**config.mk**
```make
export PLATFORM = sky130hd
export DESIGN_NAME = bip_control_unit
export DESIGN_NICKNAME = d
export VERILOG_FILES = /design/src/rtl/bip_control_unit.sv
export SDC_FILE = /design/constraint.sdc
export NUM_CORES = 1
export LEC_CHECK = 0
export CORE_MARGIN = 2
export CORE_UTILIZATION = 43
export CTS_CLUSTER_DIAMETER = 150
export CTS_CLUSTER_SIZE = 40
export DETAILED_ROUTE_END_ITERATION = 10
export MAX_ROUTING_LAYER = met4
export PLACE_DENSITY = 0.76
export SYNTH_ARGS = -nofsm -noshare
export SYNTH_HDL_FRONTEND = slang
export SYNTH_SLANG_ARGS = --single-unit
```
**constraint.sdc**
```tcl
create_clock -name clk -period 1.7 [get_ports clk]
set_input_delay 0.425 -clock clk [delete_from_list [all_inputs] [get_ports clk]]
set_output_delay 0.425 -clock clk [all_outputs]
set_load 0.02 [all_outputs]
```
**src/rtl/bip_control_unit.sv**
```systemverilog
// bip_control_unit
// Multi-cycle sequencer for the 16-bit accumulator ISA. Fetches an
// instruction from program memory, decodes the 5-bit opcode and drives the
// accumulator datapath selects plus the data-memory strobes.
//
// Ports:
//   clk, rst      rising-edge clock, asynchronous active-high reset
//   Start         one-cycle run request (honoured in IDLE/HALT only)
//   Instr         instruction word read combinationally from Prog_Addr
//   Prog_Addr     program counter
//   Operand       IR[AB-1:0], datapath Addr / data-memory address
//   Rd, Wr        data-memory read / write strobes
//   SelA, SelB    accumulator source / ALU operand-B selects
//   WrAcc, Op     accumulator write enable, ALU op (1 add, 0 subtract)
//   Clear         accumulator clear pulse on an accepted Start
//   Busy, Halted  run status
//   Cycle_Count   saturating count of busy cycles since the last Start
module bip_control_unit #(
  parameter int PB = 11,
  parameter int AB = 11,
  parameter int IW = 16
) (
  input  logic          clk,
  input  logic          rst,
  input  logic          Start,
  input  logic [IW-1:0] Instr,
  output logic [PB-1:0] Prog_Addr,
  output logic [AB-1:0] Operand,
  output logic          Rd,
  output logic          Wr,
  output logic [1:0]    SelA,
  output logic          SelB,
  output logic          WrAcc,
  output logic          Op,
  output logic          Clear,
  output logic          Busy,
  output logic          Halted,
  output logic [15:0]   Cycle_Count
);

  typedef enum logic [2:0] {
    S_IDLE,
    S_FETCH,
    S_EXEC,
    S_MEM,
    S_HALT
  } state_t;

  typedef enum logic [4:0] {
    OP_HLT  = 5'b00000,
    OP_STO  = 5'b00001,
    OP_LD   = 5'b00010,
    OP_LDI  = 5'b00011,
    OP_ADD  = 5'b00100,
    OP_ADDI = 5'b00101,
    OP_SUB  = 5'b00110,
    OP_SUBI = 5'b00111
  } opcode_t;

  state_t        state_q, state_d;
  logic [PB-1:0] pc_q, pc_d;
  logic [IW-1:0] ir_q, ir_d;
  logic [15:0]   cnt_q, cnt_d;

  logic [4:0]    opc;
  logic [PB-1:0] pc_inc;

  assign opc         = ir_q[IW-1:IW-5];
  assign pc_inc      = pc_q + PB'(1);  // wraps naturally at 2^PB
  assign Prog_Addr   = pc_q;
  assign Operand     = ir_q[AB-1:0];
  assign Cycle_Count = cnt_q;

  always_ff @(posedge clk or posedge rst) begin
    if (rst) begin
      state_q <= S_IDLE;
      pc_q    <= '0;
      ir_q    <= '0;
      cnt_q   <= '0;
    end else begin
      state_q <= state_d;
      pc_q    <= pc_d;
      ir_q    <= ir_d;
      cnt_q   <= cnt_d;
    end
  end

  always_comb begin
    state_d = state_q;
    pc_d    = pc_q;
    ir_d    = ir_q;
    cnt_d   = cnt_q;
    Rd      = 1'b0;
    Wr      = 1'b0;
    SelA    = 2'd0;
    SelB    = 1'b0;
    WrAcc   = 1'b0;
    Op      = 1'b0;
    Clear   = 1'b0;
    Busy    = 1'b0;
    Halted  = 1'b0;

    // Counter saturates rather than wrapping.
    if (state_q inside {S_FETCH, S_EXEC, S_MEM}) begin
      cnt_d = (cnt_q == '1) ? cnt_q : cnt_q + 16'd1;
    end

    case (state_q)
      S_IDLE, S_HALT: begin
        Halted = (state_q == S_HALT);
        if (Start) begin
          Clear   = 1'b1;
          pc_d    = '0;
          cnt_d   = '0;
          state_d = S_FETCH;
        end
      end

      S_FETCH: begin
        Busy    = 1'b1;
        ir_d    = Instr;
        state_d = S_EXEC;
      end

      S_EXEC: begin
        Busy    = 1'b1;
        pc_d    = pc_inc;
        state_d = S_FETCH;
        case (opc)
          OP_HLT: begin
            pc_d    = pc_q;
            state_d = S_HALT;
          end
          OP_STO: Wr = 1'b1;
          OP_LDI: begin
            SelA  = 2'd1;
            WrAcc = 1'b1;
          end
          OP_ADDI: begin
            Op    = 1'b1;
            WrAcc = 1'b1;
          end
          OP_SUBI: WrAcc = 1'b1;
          OP_LD, OP_ADD, OP_SUB: begin
            // Synchronous data memory: result consumed in MEM.
            Rd      = 1'b1;
            pc_d    = pc_q;
            state_d = S_MEM;
          end
          default: ;  // NOP
        endcase
      end

      S_MEM: begin
        Busy    = 1'b1;
        pc_d    = pc_inc;
        state_d = S_FETCH;
        case (opc)
          OP_LD: begin
            SelA  = 2'd2;
            WrAcc = 1'b1;
          end
          OP_ADD: begin
            SelB  = 1'b1;
            Op    = 1'b1;
            WrAcc = 1'b1;
          end
          OP_SUB: begin
            SelB  = 1'b1;
            WrAcc = 1'b1;
          end
          default: ;
        endcase
      end

      default: state_d = S_IDLE;
    endcase
  end

endmodule

```
==> results.sh, run 1 <==
export IMPL_synth_edf_count=0
export IMPL_grt_max_degree=34
export IMPL_p_total_w=0.00539
export IMPL_start_util_pct=43.8
export IMPL_regArea_sq_mm=0.00116
export IMPL_hp_class="in -> async"
export IMPL_gr_total_overflow=0
export IMPL_tritoncts="yes"
export IMPL_dpl_cell_area_sq_mm=0.00343
export IMPL_core_area_sq_mm=0.00544
export IMPL_grt_usage_pct=22.0
export IMPL_dr_pass1_iters=4
export IMPL_viasPerCell=5.46
export IMPL_vias=2257
export IMPL_setup_tns_ns=-3.21
export IMPL_status="finished, violations left"
export IMPL_rows=27
export IMPL_reg2reg_setup_slack_ns=-0.21
export IMPL_die_w_um=78.4
export IMPL_die_y_um=78.4
export IMPL_postSynthCellCount=226
export IMPL_fin_util_pct=72.4
export IMPL_num_io_pins=67
export IMPL_path_max_fanout=4
export IMPL_rr_endpoint="Cycle_Count[15]$_DFF_PP0_"
export IMPL_clk_pin_slew_ns=0.09
export IMPL_cp_end_kind="primary output"
export IMPL_area_growth_pct=65.4
export IMPL_cts_htree_levels=2
export IMPL_multiInputGateArea_sq_mm=0.00136
export IMPL_ctsRootBufferMaster="clkbuf_8"
export IMPL_worstReg2RegStart="state_q[2]$_DFFE_PP0P_"
export IMPL_netlist_area_sq_mm=0.00238
export IMPL_die_area_sq_mm=0.00615
export IMPL_place_inst=390
export IMPL_synth_cell_types=51
export IMPL_nFillCells=394
export IMPL_period_share_pct=123
export IMPL_syn_nets=247
export IMPL_clock_sinks=46
export IMPL_ys_seq_area_share_pct=48.3
export IMPL_fin_skew_ns=0.00692
export IMPL_cts_made_buffers=5
export IMPL_ir_drop_uv=1080
export IMPL_clkLatencyLatePin_ns=0.30
export IMPL_port_buffers=66
export IMPL_relSlewSlack_pct=64.6
export IMPL_clock_fmax_mhz=479
export IMPL_synth_warnings=0
export IMPL_final_common_cell="buf_4"
export IMPL_synth_ff_type="dfrtp_1"
export IMPL_hpwl_mm=4.33
export IMPL_crit_arrival_ns=1.66
export IMPL_slew_violations=0
export IMPL_ys_seq_elements=46
export IMPL_required_ns=1.27
export IMPL_r2r_worst_path_cells=8
export IMPL_setup_worst_path_start_class="flip-flop"
export IMPL_critPathKind="reg -> out"
export IMPL_maxCapViolCount=0
export IMPL_antenna_found_initial=0
export IMPL_nets=361
export IMPL_rsz0062_at_grt="true"
export IMPL_violations="setup timing"
export IMPL_async_flop_share_pct=100
export IMPL_syn_mean_instance_area_sq_um=10.5
export IMPL_drtIter0Drc=104
export IMPL_tightest_slew_ns=0.526
export IMPL_final_cells=413
export IMPL_grt_pass1_vias=2240
export IMPL_leakage_nw=1.86
export IMPL_hold_violations=0
export IMPL_final_cell_mix="38 x buf_4, 35 x dfrtp_1, 31 x buf_6"
export IMPL_cts_buffer_depth=2
export IMPL_gp_congestion=0.855
export IMPL_insertedDiodeCount=0
export IMPL_drc=0
export IMPL_post_drt_wl_per_cell_um=16.2
export IMPL_finalWirelength_mm=6.69
export IMPL_setup_viol=23
export IMPL_drive_above_1_share_pct=44.3
export IMPL_power_density_mw_per_mm2=1370
export IMPL_fin_crit_ns=2.09
export IMPL_grt_pass1_wl_mm=10.5
export IMPL_drtAntennaViolNets=0
export IMPL_stdcell_area_sq_mm=0.00394
export IMPL_timing_final_ws_setup_ns=-0.387
==> through the flow <==
stage / hold slack [ns] / setup slack [ns]
finish: 0.430 / -0.387
global route: 0.459 / -0.430
CTS: 0.428 / -0.374
detailed placement: 0.495 / -0.510
global placement: 0.488 / -0.496
floorplan: 0.482 / -0.135
==> worst max path at each step <==
stage / startpoint / to / slack [ns] / cells after the start
2_1_floorplan: state_q[2]$_DFFE_PP0P_ / Rd / -0.13 / 4
3_3_place_gp: ir_q[15]$_DFFE_PP0N_ / Rd / -0.50 / 3
3_5_place_dp: state_q[2]$_DFFE_PP0P_ / Rd / -0.51 / 4
4_1_cts: state_q[2]$_DFFE_PP0P_ / Rd / -0.37 / 4
5_1_grt: state_q[2]$_DFFE_PP0P_ / Rd / -0.43 / 4
6_report: state_q[2]$_DFFE_PP0P_ / Rd / -0.39 / 4
==> timing repair <==
action / in CTS / in global routing
hold buffers: 0 / 0
buffers inserted: 8 / 7
setup endpoints to repair: 54 / 42
gates resized for setup: 117 / 56
pin swaps: 13 / 15
==> critical path, cell delays in order, from the launching register on <==
cell and delay [ns]:
dfrtp_1 0.40, nand2b_4 0.17, or4_4 0.45, nor3_4 0.20, buf_6 0.14
==> logic make-up (layout without fill, tap and decap cells) <==
family	after synthesis	in the layout	share of synthesized area, %
AND/OR/NAND/NOR	89	89	21.6
flip-flops	46	46	48.3
AO/OA/AOI/OAI	38	38	11.7
buffers and inverters	26	141	6.25
multiplexers	20	20	9.25
XOR/XNOR	5	5	1.84
adder cells (fa/ha/maj)	2	2	1.05
==> registers in the layout, indices dropped and copies added, names as in the netlist <==
register and count:
Prog_Addr 11, state_q 3, Cycle_Count 16, ir_q 16
==> Yosys cell counts, types with 5 or more instances <==
master | number | area, sq um
nand2_1 | 14 | 52.6
nand3_1 | 11 | 55.1
inv_1 | 6 | 22.5
o21ai_0 | 5 | 25.0
o31ai_1 | 9 | 67.6
or4_1 | 5 | 37.5
a21oi_1 | 5 | 25.0
nor4_1 | 6 | 37.5
mux2_2 | 16 | 180
dfrtp_1 | 46 | 1150
buf_4 | 12 | 90.1
nor2_1 | 11 | 41.3
nor3_1 | 10 | 50.1
nand4_1 | 5 | 31.3
==> routing by layer <==
layer / track usage [%] / wire (um)
met2: 38.9 / 3640
met3: 3.45 / 252
met4: 6.49 / 142
met1: 25.9 / 2650
met5: - / 0
==> report_power, final <==
part	total (W)	internal, W	leakage, nW	switching, W
Clock	0.000696	0.000328	0.0482	0.000368
Sequential	0.00171	0.00141	0.579	0.000296
Combinational	0.00298	0.00158	1.23	0.00141
==> final cells by class <==
cell class / count / share of cell area (%)
Multi-Input combinational cell: 154 / 34.5
Timing Repair Buffer: 126 / 30.6
Sequential cell: 46 / 29.6
Tap cell: 72 / 2.29
Clock buffer: 7 / 2.19
Inverter: 7 / 0.731
Clock inverter: 1 / 0.127
Power figures use the tool's default switching activity.
==> run 2: changes to the inputs <==
--- a/config.mk
+++ b/config.mk
@@ -6,12 +6,13 @@
 export NUM_CORES = 1
 export LEC_CHECK = 0
 export CORE_MARGIN = 2
-export CORE_UTILIZATION = 43
+export CORE_UTILIZATION = 44
 export CTS_CLUSTER_DIAMETER = 150
 export CTS_CLUSTER_SIZE = 40
 export DETAILED_ROUTE_END_ITERATION = 10
 export MAX_ROUTING_LAYER = met4
-export PLACE_DENSITY = 0.76
+export PLACE_DENSITY = 0.74
+export SETUP_SLACK_MARGIN = 0.2
 export SYNTH_ARGS = -nofsm -noshare
 export SYNTH_HDL_FRONTEND = slang
 export SYNTH_SLANG_ARGS = --single-unit
==> constraint.sdc (replaced) <==
create_clock -name clk -period 2.2 [get_ports clk]
set_input_delay 0.55 -clock clk [delete_from_list [all_inputs] [get_ports clk]]
set_output_delay 0.55 -clock clk [all_outputs]
set_load 0.02 [all_outputs]
==> run 2 against run 1 <==
Effect of this change:
- highest routed layer unchanged
- final cell count fell by 9.4%
- utilization fell by 7.3 points
- total power fell by 33%
- the run now ends clean
- sequential power fell by 23%
==> results.sh, run 2 (synthesis gave the netlist of run 1 again) <==
export IMPL_power_density_mw_per_mm2=1080
export IMPL_slew_violations=0
export IMPL_cts_made_buffers=5
export IMPL_dpl_cell_area_sq_mm=0.00317
export IMPL_path_max_fanout=3
export IMPL_gp_congestion=0.928
export IMPL_rsz0062_at_grt="true"
export IMPL_gr_total_overflow=0
export IMPL_drtAntennaViolNets=0
export IMPL_antenna_found_initial=0
export IMPL_num_io_pins=67
export IMPL_post_drt_wl_per_cell_um=14.2
export IMPL_area_growth_pct=41.5
export IMPL_viasPerCell=5.40
export IMPL_required_ns=1.65
export IMPL_relSlewSlack_pct=69.2
export IMPL_cts_htree_levels=2
export IMPL_hold_buffers=0
export IMPL_drc=0
export IMPL_grt_usage_pct=19.4
export IMPL_critPathLaunch="state_q[2]$_DFFE_PP0P_"
export IMPL_hp_class="reg -> reg"
export IMPL_ctsRootBufferMaster="clkbuf_8"
export IMPL_rows=26
export IMPL_die_area_sq_mm=0.00602
export IMPL_insertedDiodeCount=0
export IMPL_drtIter0Drc=69
export IMPL_tritoncts="yes"
export IMPL_setup_worst_path_start_class="flip-flop"
export IMPL_hold_violations=0
export IMPL_period_share_pct=98.1
export IMPL_core_area_sq_mm=0.00517
export IMPL_grt_pass1_vias=2003
export IMPL_finalWirelength_mm=5.33
export IMPL_clkLatencyLatePin_ns=0.30
export IMPL_fin_hold_ws_ns=0.513
export IMPL_stdcell_area_sq_mm=0.00337
export IMPL_vias=2021
export IMPL_final_common_cell="clkdlybuf4s50_1"
export IMPL_grt_max_degree=47
export IMPL_start_util_pct=46.0
export IMPL_hpwl_mm=3.64
export IMPL_die_y_um=77.6
export IMPL_final_cell_mix="51 x clkdlybuf4s50_1, 45 x dfrtp_1, 24 x buf_4"
export IMPL_fin_crit_ns=2.16
export IMPL_cp_slowest_cell="or4_4"
export IMPL_crit_arrival_ns=1.61
export IMPL_grt_pass1_wl_mm=9.18
export IMPL_maxCapViolCount=0
export IMPL_worstReg2RegStart="state_q[2]$_DFFE_PP0P_"
export IMPL_critPathKind="reg -> out"
export IMPL_path_cells="nand2b_4 -> or4_4 -> nor3_4 -> buf_6"
export IMPL_clk_pin_slew_ns=0.08
export IMPL_port_buffers=66
export IMPL_cp_slowest_stage_delay_ns=0.44
export IMPL_clock_sinks=46
export IMPL_tightest_slew_ns=0.458
export IMPL_cts_buffer_depth=2
export IMPL_ir_drop_uv=533
export IMPL_min_delay_start="ir_q[3]$_DFFE_PP0N_"
export IMPL_setup_viol=0
export IMPL_dr_pass1_iters=6
export IMPL_leakage_nw=1.47
export IMPL_drive_above_1_share_pct=26.3
export IMPL_clock_fmax_mhz=463
export IMPL_nets=324
export IMPL_cp_end_kind="primary output"
export IMPL_status="finished clean"
export IMPL_fin_skew_ns=0.00427
export IMPL_die_w_um=77.6
## run 2: through the flow
step                setup WS [ns]  cells  util [%]  TNS (ns)  power [W]
finish                     0.0410    374      65.1         0    0.00364
CTS                       0.00876    370      63.8         0    0.00361
floorplan                   0.161    226         -         0    0.00240
global placement           -0.201    360      61.2    -0.643    0.00296
global route              -0.0486    374      65.1   -0.0943    0.00387
detailed placement         -0.220    360      61.2    -0.672    0.00299
## run 2: area by class of cell
class / instances / area (sq um)
inverter: 7 / 26.3
fill: 412 / 1800
tap: 70 / 87.6
clock inverter: 2 / 13.8
multi-input combinational: 154 / 1170
timing repair buffer: 89 / 851
clock buffer: 6 / 72.6
sequential: 46 / 1150
## run 2: critical path, delay by kind of cell (launching register included)
| family | cells | cell delay [ns] |
|---|---|---|
| flip-flops | 1 | 0.38 |
| AND/OR/NAND/NOR | 3 | 0.78 |
| buffers and inverters | 1 | 0.14 |
## run 2: where the power goes
group	internal, W	total [W]	switching, W	leakage (nW)
clock network	0.000224	0.000512	0.000288	0.0452
logic	0.000914	0.00181	0.000895	0.833
registers	0.00108	0.00131	0.000232	0.593
## run 2: worst paths after layout
check	to	cells past startpoint	slack, ns
setup reg to reg	Cycle_Count[8]$_DFF_PP0_	7	0.28
setup / recovery	Rd	4	0.04
hold / removal	ir_q[3]$_DFFE_PP0N_	1	0.51
min in group asynchronous	ir_q[3]$_DFFE_PP0N_	3	0.59
hold reg to reg	ir_q[3]$_DFFE_PP0N_	1	0.51
max in group asynchronous	Cycle_Count[5]$_DFF_PP0_	3	1.38
## run 2: layer usage
layer	track usage, %	wire length, um	vias to the layer above
li1	-	-	988
met1	26.1	2490	961
met2	29.7	2480	63
met3	3.95	282	9
met4	6.25	72	0
met5	-	0	-
## run 2: repair_timing
item / 4_1_cts / 5_1_grt
setup endpoints to repair: 12 / 22
pin swaps: 2 / 2
setup buffers: 2 / 4
gates resized for setup: 52 / 21
